**src/rtl/alu_packet_parser_if.sv**
```systemverilog
// Byte-stream and operand-stream bundle for alu_packet_parser.
// master = parser side, slave = surrounding datapath / testbench side.
interface alu_packet_parser_if #(
    parameter int OPERAND_WIDTH_P = 32
);
    logic [7:0]                 s_axis_tdata;
    logic                       s_axis_tvalid;
    logic                       s_axis_tready;
    logic [7:0]                 opcode_o;
    logic [OPERAND_WIDTH_P-1:0] operand_o;
    logic                       operand_valid_o;
    logic                       operand_ready_i;
    logic                       operand_last_o;
    logic                       len_err_o;

    modport master (
        input  s_axis_tdata,
        input  s_axis_tvalid,
        input  operand_ready_i,
        output s_axis_tready,
        output opcode_o,
        output operand_o,
        output operand_valid_o,
        output operand_last_o,
        output len_err_o
    );

    modport slave (
        output s_axis_tdata,
        output s_axis_tvalid,
        output operand_ready_i,
        input  s_axis_tready,
        input  opcode_o,
        input  operand_o,
        input  operand_valid_o,
        input  operand_last_o,
        input  len_err_o
    );
endinterface

```
**src/rtl/alu_packet_parser.sv**
```systemverilog
// Frames UART bytes into opcode/length packets and emits little-endian
// operands to the ALU; bad lengths pulse len_err_o and drain the payload.
module alu_packet_parser #(
    parameter int OPERAND_WIDTH_P = 32
) (
    input logic                 clk,
    input logic                 rst,
    alu_packet_parser_if.master bus
);
    localparam int B  = OPERAND_WIDTH_P / 8;
    localparam int IW = (B > 1) ? $clog2(B) : 1;

    localparam logic [15:0]   MIN_LEN   = 16'(4 + B);
    localparam logic [15:0]   LANE_MASK = 16'(B - 1);
    localparam logic [IW-1:0] LAST_IDX  = IW'(B - 1);

    localparam logic [2:0] ST_OPCODE = 3'd0;
    localparam logic [2:0] ST_RSVD   = 3'd1;
    localparam logic [2:0] ST_LEN_LO = 3'd2;
    localparam logic [2:0] ST_LEN_HI = 3'd3;
    localparam logic [2:0] ST_DATA   = 3'd4;
    localparam logic [2:0] ST_OUT    = 3'd5;
    localparam logic [2:0] ST_DRAIN  = 3'd6;

    logic [2:0]                 state;
    logic [7:0]                 opcode;
    logic [7:0]                 len_lo;
    logic [15:0]                rem;
    logic [IW-1:0]              byte_idx;
    logic [OPERAND_WIDTH_P-1:0] operand;
    logic                       valid;
    logic                       last;
    logic                       len_err;

    logic        hs;
    logic [15:0] len_full;
    logic [15:0] len_m4;
    logic        len_ok;

    assign bus.s_axis_tready   = (state != ST_OUT);
    assign bus.opcode_o        = opcode;
    assign bus.operand_o       = operand;
    assign bus.operand_valid_o = valid;
    assign bus.operand_last_o  = last;
    assign bus.len_err_o       = len_err;

    assign hs       = bus.s_axis_tvalid && bus.s_axis_tready;
    assign len_full = {bus.s_axis_tdata, len_lo};
    assign len_m4   = len_full - 16'd4;
    // B is a power of two, so the modulo reduces to a lane mask
    assign len_ok   = (len_full >= MIN_LEN) && ((len_m4 & LANE_MASK) == 16'd0);

    // Packet framing FSM with operand assembly and output handshake
    always_ff @(posedge clk) begin
        if (rst) begin
            state    <= ST_OPCODE;
            opcode   <= '0;
            len_lo   <= '0;
            rem      <= '0;
            byte_idx <= '0;
            operand  <= '0;
            valid    <= 1'b0;
            last     <= 1'b0;
            len_err  <= 1'b0;
        end else begin
            len_err <= 1'b0;
            case (state)
                ST_OPCODE: if (hs) begin
                    opcode <= bus.s_axis_tdata;
                    state  <= ST_RSVD;
                end
                ST_RSVD: if (hs) begin
                    state <= ST_LEN_LO;
                end
                ST_LEN_LO: if (hs) begin
                    len_lo <= bus.s_axis_tdata;
                    state  <= ST_LEN_HI;
                end
                ST_LEN_HI: if (hs) begin
                    byte_idx <= '0;
                    if (len_ok) begin
                        rem   <= len_m4;
                        state <= ST_DATA;
                    end else begin
                        len_err <= 1'b1;
                        if (len_full > 16'd4) begin
                            rem   <= len_m4;
                            state <= ST_DRAIN;
                        end else begin
                            state <= ST_OPCODE;
                        end
                    end
                end
                ST_DATA: if (hs) begin
                    for (int i = 0; i < B; i++) begin
                        if (byte_idx == IW'(i)) begin
                            operand[i*8 +: 8] <= bus.s_axis_tdata;
                        end
                    end
                    rem <= rem - 16'd1;
                    if (byte_idx == LAST_IDX) begin
                        byte_idx <= '0;
                        valid    <= 1'b1;
                        last     <= (rem == 16'd1);
                        state    <= ST_OUT;
                    end else begin
                        byte_idx <= byte_idx + IW'(1);
                    end
                end
                ST_OUT: if (bus.operand_ready_i) begin
                    valid <= 1'b0;
                    last  <= 1'b0;
                    state <= last ? ST_OPCODE : ST_DATA;
                end
                ST_DRAIN: if (hs) begin
                    rem <= rem - 16'd1;
                    if (rem == 16'd1) begin
                        state <= ST_OPCODE;
                    end
                end
                default: state <= ST_OPCODE;
            endcase
        end
    end
endmodule

```
**src/flat_wrapper.sv**
```systemverilog
// flat-port wrapper written by rule: the top's interface ports become plain ports
module alu_packet_parser_flat 
#(
    parameter int OPERAND_WIDTH_P = 32
)
  (clk, rst, bus_s_axis_tdata, bus_s_axis_tvalid, bus_operand_ready_i, bus_s_axis_tready, bus_opcode_o, bus_operand_o, bus_operand_valid_o, bus_operand_last_o, bus_len_err_o);
  alu_packet_parser_if #(.OPERAND_WIDTH_P(OPERAND_WIDTH_P)) bus_i ();
  input logic clk;
  input logic rst;
  input wire logic [$bits(bus_i.s_axis_tdata)-1:0] bus_s_axis_tdata;
  input wire logic [$bits(bus_i.s_axis_tvalid)-1:0] bus_s_axis_tvalid;
  input wire logic [$bits(bus_i.operand_ready_i)-1:0] bus_operand_ready_i;
  output wire logic [$bits(bus_i.s_axis_tready)-1:0] bus_s_axis_tready;
  output wire logic [$bits(bus_i.opcode_o)-1:0] bus_opcode_o;
  output wire logic [$bits(bus_i.operand_o)-1:0] bus_operand_o;
  output wire logic [$bits(bus_i.operand_valid_o)-1:0] bus_operand_valid_o;
  output wire logic [$bits(bus_i.operand_last_o)-1:0] bus_operand_last_o;
  output wire logic [$bits(bus_i.len_err_o)-1:0] bus_len_err_o;
  assign bus_i.s_axis_tdata = bus_s_axis_tdata;
  assign bus_i.s_axis_tvalid = bus_s_axis_tvalid;
  assign bus_i.operand_ready_i = bus_operand_ready_i;
  assign bus_s_axis_tready = bus_i.s_axis_tready;
  assign bus_opcode_o = bus_i.opcode_o;
  assign bus_operand_o = bus_i.operand_o;
  assign bus_operand_valid_o = bus_i.operand_valid_o;
  assign bus_operand_last_o = bus_i.operand_last_o;
  assign bus_len_err_o = bus_i.len_err_o;
  alu_packet_parser #(.OPERAND_WIDTH_P(OPERAND_WIDTH_P)) u_core (.clk(clk), .rst(rst), .bus(bus_i));
endmodule
```
**config.mk**
```make
export PLATFORM = sky130hd
export DESIGN_NAME = alu_packet_parser_flat
export DESIGN_NICKNAME = d
export VERILOG_FILES = /design/src/rtl/alu_packet_parser_if.sv /design/src/rtl/alu_packet_parser.sv /design/src/flat_wrapper.sv
export SDC_FILE = /design/constraint.sdc
export NUM_CORES = 1
export LEC_CHECK = 0
export CAP_MARGIN = 20
export CELL_PAD_IN_SITES_DETAIL_PLACEMENT = 0
export CELL_PAD_IN_SITES_GLOBAL_PLACEMENT = 1
export CORE_UTILIZATION = 30
export CTS_CLUSTER_DIAMETER = 60
export DETAILED_ROUTE_END_ITERATION = 8
export HOLD_SLACK_MARGIN = 0.05
export PLACE_DENSITY = 0.63
export SLEW_MARGIN = 10
export SYNTH_ARGS = -nofsm -noshare
export SYNTH_HDL_FRONTEND = slang
export SYNTH_SLANG_ARGS = --single-unit
```
**constraint.sdc**
```tcl
create_clock -name clk -period 2.63 [get_ports clk]
set_input_delay 0.6575 -clock clk [delete_from_list [all_inputs] [get_ports clk]]
set_output_delay 0.6575 -clock clk [all_outputs]
set_load 0.005 [all_outputs]
```
==> results_dict.tcl <==
set metrics [dict create \
    status "finished, violations left" \
    violations "design-rule violations" \
    ys_types 50 \
    clk_pin_slew_ns 0.06 \
    end_kind "primary output" \
    wl_per_cell_um 15.9 \
    cp-start-kind "register" \
    clock-sinks 72 \
    maxSlewHeadroom 0.473 \
    synth.net_count 504 \
    tightestPinTransition_ns 0.791 \
    dp_hpwl_um 7490 \
    r2r_start "u_core.len_lo[2]" \
    post-route-util 0.413 \
    cp.arrival_ns 1.80 \
    io_pins 56 \
    clock-root-buffer "clkbuf_16" \
    numCtsBuffers 9 \
    timing.final.ws_setup_ns 0.170 \
    antenna_found_initial 0 \
    finalHoldViolCount 0 \
    grt_pass1_vias 3422 \
    dp_worst_setup_slack_ns -0.0380 \
    required_ns 1.97 \
    drv_cap 0 \
    place_congestion 0.823 \
    grt_use_met3 0.0535 \
    area_growth_pct 31.3 \
    die_h_um 112 \
    nets 560 \
    ys_seq_area_frac 0.395 \
    die_area_mm2 0.0126 \
    portBuffers 55 \
    cp_num_cells 3 \
    grt_pass1_wl_um 18000 \
    crit_fanout 13 \
    use_met1 0.246 \
    floorplan.rows 39 \
    syn_inst 483 \
    ir_worst_vdd_mv 0.461 \
    layout_commonest_cell "nand2_1" \
    path_cells "nand2_1, or2_2, clkdlybuf4s50_1" \
    grt_usage 0.184 \
    clockBufferDepth 2 \
    setup_viol 0 \
    wl_um 10900 \
    crit_family "flip-flops" \
    cts_hold_buf 0 \
    syn_area_mm2 0.00365 \
    powerDensity_mw_per_mm2 592 \
    grt_max_degree 73 \
    syn_area_per_cell_um2 7.56 \
    crit_buf_inv 1 \
    layout-drive-gt1-share 0.123 \
    gr-total-overflow 0 \
    r2r-end "u_core.rem[10]" \
    ant_nets 0 \
    drv_slew 0 \
    p_total_uw 2840 \
    clk_latency_ns 0.34 \
    critical_path_class "reg2out" \
    cts_tree "built" \
    synth_edf_count 0 \
    antenna_cells 0 \
    ys_warn_count 0 \
    post_cts_buffers 0 \
    layout.cells.most_common_list "nand2_1 (96), dfxtp_1 (72), a21oi_1 (68)" \
    ys_seq_elements 72 \
    rr_worst_depth 9 \
    grt.busiest_layer "met2" \
    gr-usage-met2 0.284 \
    r2r_slack_ns 0.38 \
    critPathMaxStageDelay_ns 0.56 \
    drc 1 \
    cts_resized 0 \
    vias 3510 \
    critPathLaunch "u_core.state[0]" \
    drtPass1Iterations 6 \
    vias_per_cell 5.12 \
    clock.fmax_mhz 406 \
    finalCritPeriodShare 0.935 \
    async_flop_share 0 \
    core-area_mm2 0.0116 \
    rsz0062_at_grt "false" \
    min_path_type "reg2reg" \
    die_w_um 112 \
    htree_levels 3 \
    finClkSkew_ns 0.00552 \
    initial_core_util 0.314 \
    leakage_uw 0.00161 \
    critPathSlowestCell "dfxtp_1" \
    ys.flop_type "dfxtp_1" \
    drt_iter0_drc 165 \
    final.min_clock_period_ns 2.46 \
    endpoint "bus_s_axis_tready" \
]
## worst reg2reg max path, stage by stage, from the launching register on
cell     delay (ns)
dfxtp_1        0.48
inv_1          0.11
ha_1           0.20
or3_1          0.33
a22o_1         0.29
o21a_4         0.23
o21ai_4        0.15
buf_12         0.16
a211o_1        0.12
a21oi_2        0.05
## where the power goes
group	total (uW)	internal, uW	switching, uW
combinational	287	119	168
sequential	1140	1110	24.5
clock	1420	923	492
total	2840	2150	685
## synth_stat cells, drive strengths merged (2+ instances only)
cell type	count	share of area
inv	10	0.010
o22a	2	0.0048
nor3b	2	0.0041
nand3	42	0.058
a22oi	2	0.0041
nand4b	2	0.0065
xnor2	9	0.022
o21ai	26	0.043
ha	9	0.031
nand2b	5	0.0086
nor3	9	0.012
nor2	30	0.031
buf	11	0.020
clkbuf	29	0.030
nor4	11	0.022
nor2b	3	0.0051
dfxtp	72	0.39
a31oi	2	0.0034
xor2	4	0.0096
o211ai	3	0.0075
nand2	96	0.099
and2	3	0.0051
or3	3	0.0051
nand4	2	0.0034
a21oi	77	0.11
o22ai	2	0.0034
o31a	2	0.0048
## area by class of cell
| cell class | instances | area [um2] |
|---|---|---|
| fillers | 1187 | 6820 |
| clock inverters | 5 | 106 |
| repair buffers | 85 | 808 |
| well taps | 143 | 179 |
| inverters | 10 | 37.5 |
| multi-input cells | 361 | 1990 |
| clock buffers | 10 | 229 |
| flip-flops and latches | 72 | 1440 |
## flip-flops by register name (all words and copies together), names as in the netlist
| name | count |
|---|---|
| u_core.byte_idx | 2 |
| u_core.rem | 16 |
| u_core.state | 3 |
| u_core.bus.operand_last_o | 1 |
| u_core.bus.opcode_o | 8 |
| u_core.bus.len_err_o | 1 |
| u_core.bus.operand_o | 32 |
| u_core.bus.operand_valid_o | 1 |
| u_core.len_lo | 8 |
## logic make-up after synthesis
kind of cell	Yosys count	share of synthesized area
AND/OR/NAND/NOR	213	0.272
flip-flops	72	0.395
buffers and inverters	50	0.0603
XOR/XNOR	13	0.0312
AO/OA/AOI/OAI	126	0.211
adder cells (fa/ha/maj)	9	0.0308
## worst min-delay path by stage
stage                                     startpoint                    endpoint  slack [ns]  cells past startpoint
final                     u_core.bus.operand_valid_o  u_core.bus.operand_valid_o        0.46                      2
after global routing        u_core.bus.operand_o[18]    u_core.bus.operand_o[18]        0.47                      2
after CTS                     u_core.bus.opcode_o[1]      u_core.bus.opcode_o[1]        0.46                      2
after detailed placement    u_core.bus.operand_o[20]    u_core.bus.operand_o[20]        0.45                      2
after global placement      u_core.bus.operand_o[20]    u_core.bus.operand_o[20]        0.45                      2
after floorplan                        u_core.rem[7]               u_core.rem[7]        0.45                      2
## per-layer routing
layer	vias to the layer above	share of wire	routed length (um)
li1	1774	-	-
met1	1641	0.49	5370
met2	85	0.45	4900
met3	10	0.047	510
met4	0	0.011	121
met5	-	0	0
## metrics by stage
stage | hold slack, ns | instances | cell area (um2) | TNS, ns
after detailed placement | 0.449 | 671 | 4460 | -0.123
after global routing | 0.471 | 686 | 4790 | 0
final | 0.455 | 686 | 4790 | 0
after floorplan | 0.446 | 483 | 3650 | 0
after global placement | 0.446 | 671 | 4460 | -0.00305
after CTS | 0.460 | 686 | 4790 | 0
Power figures use the tool's default switching activity.
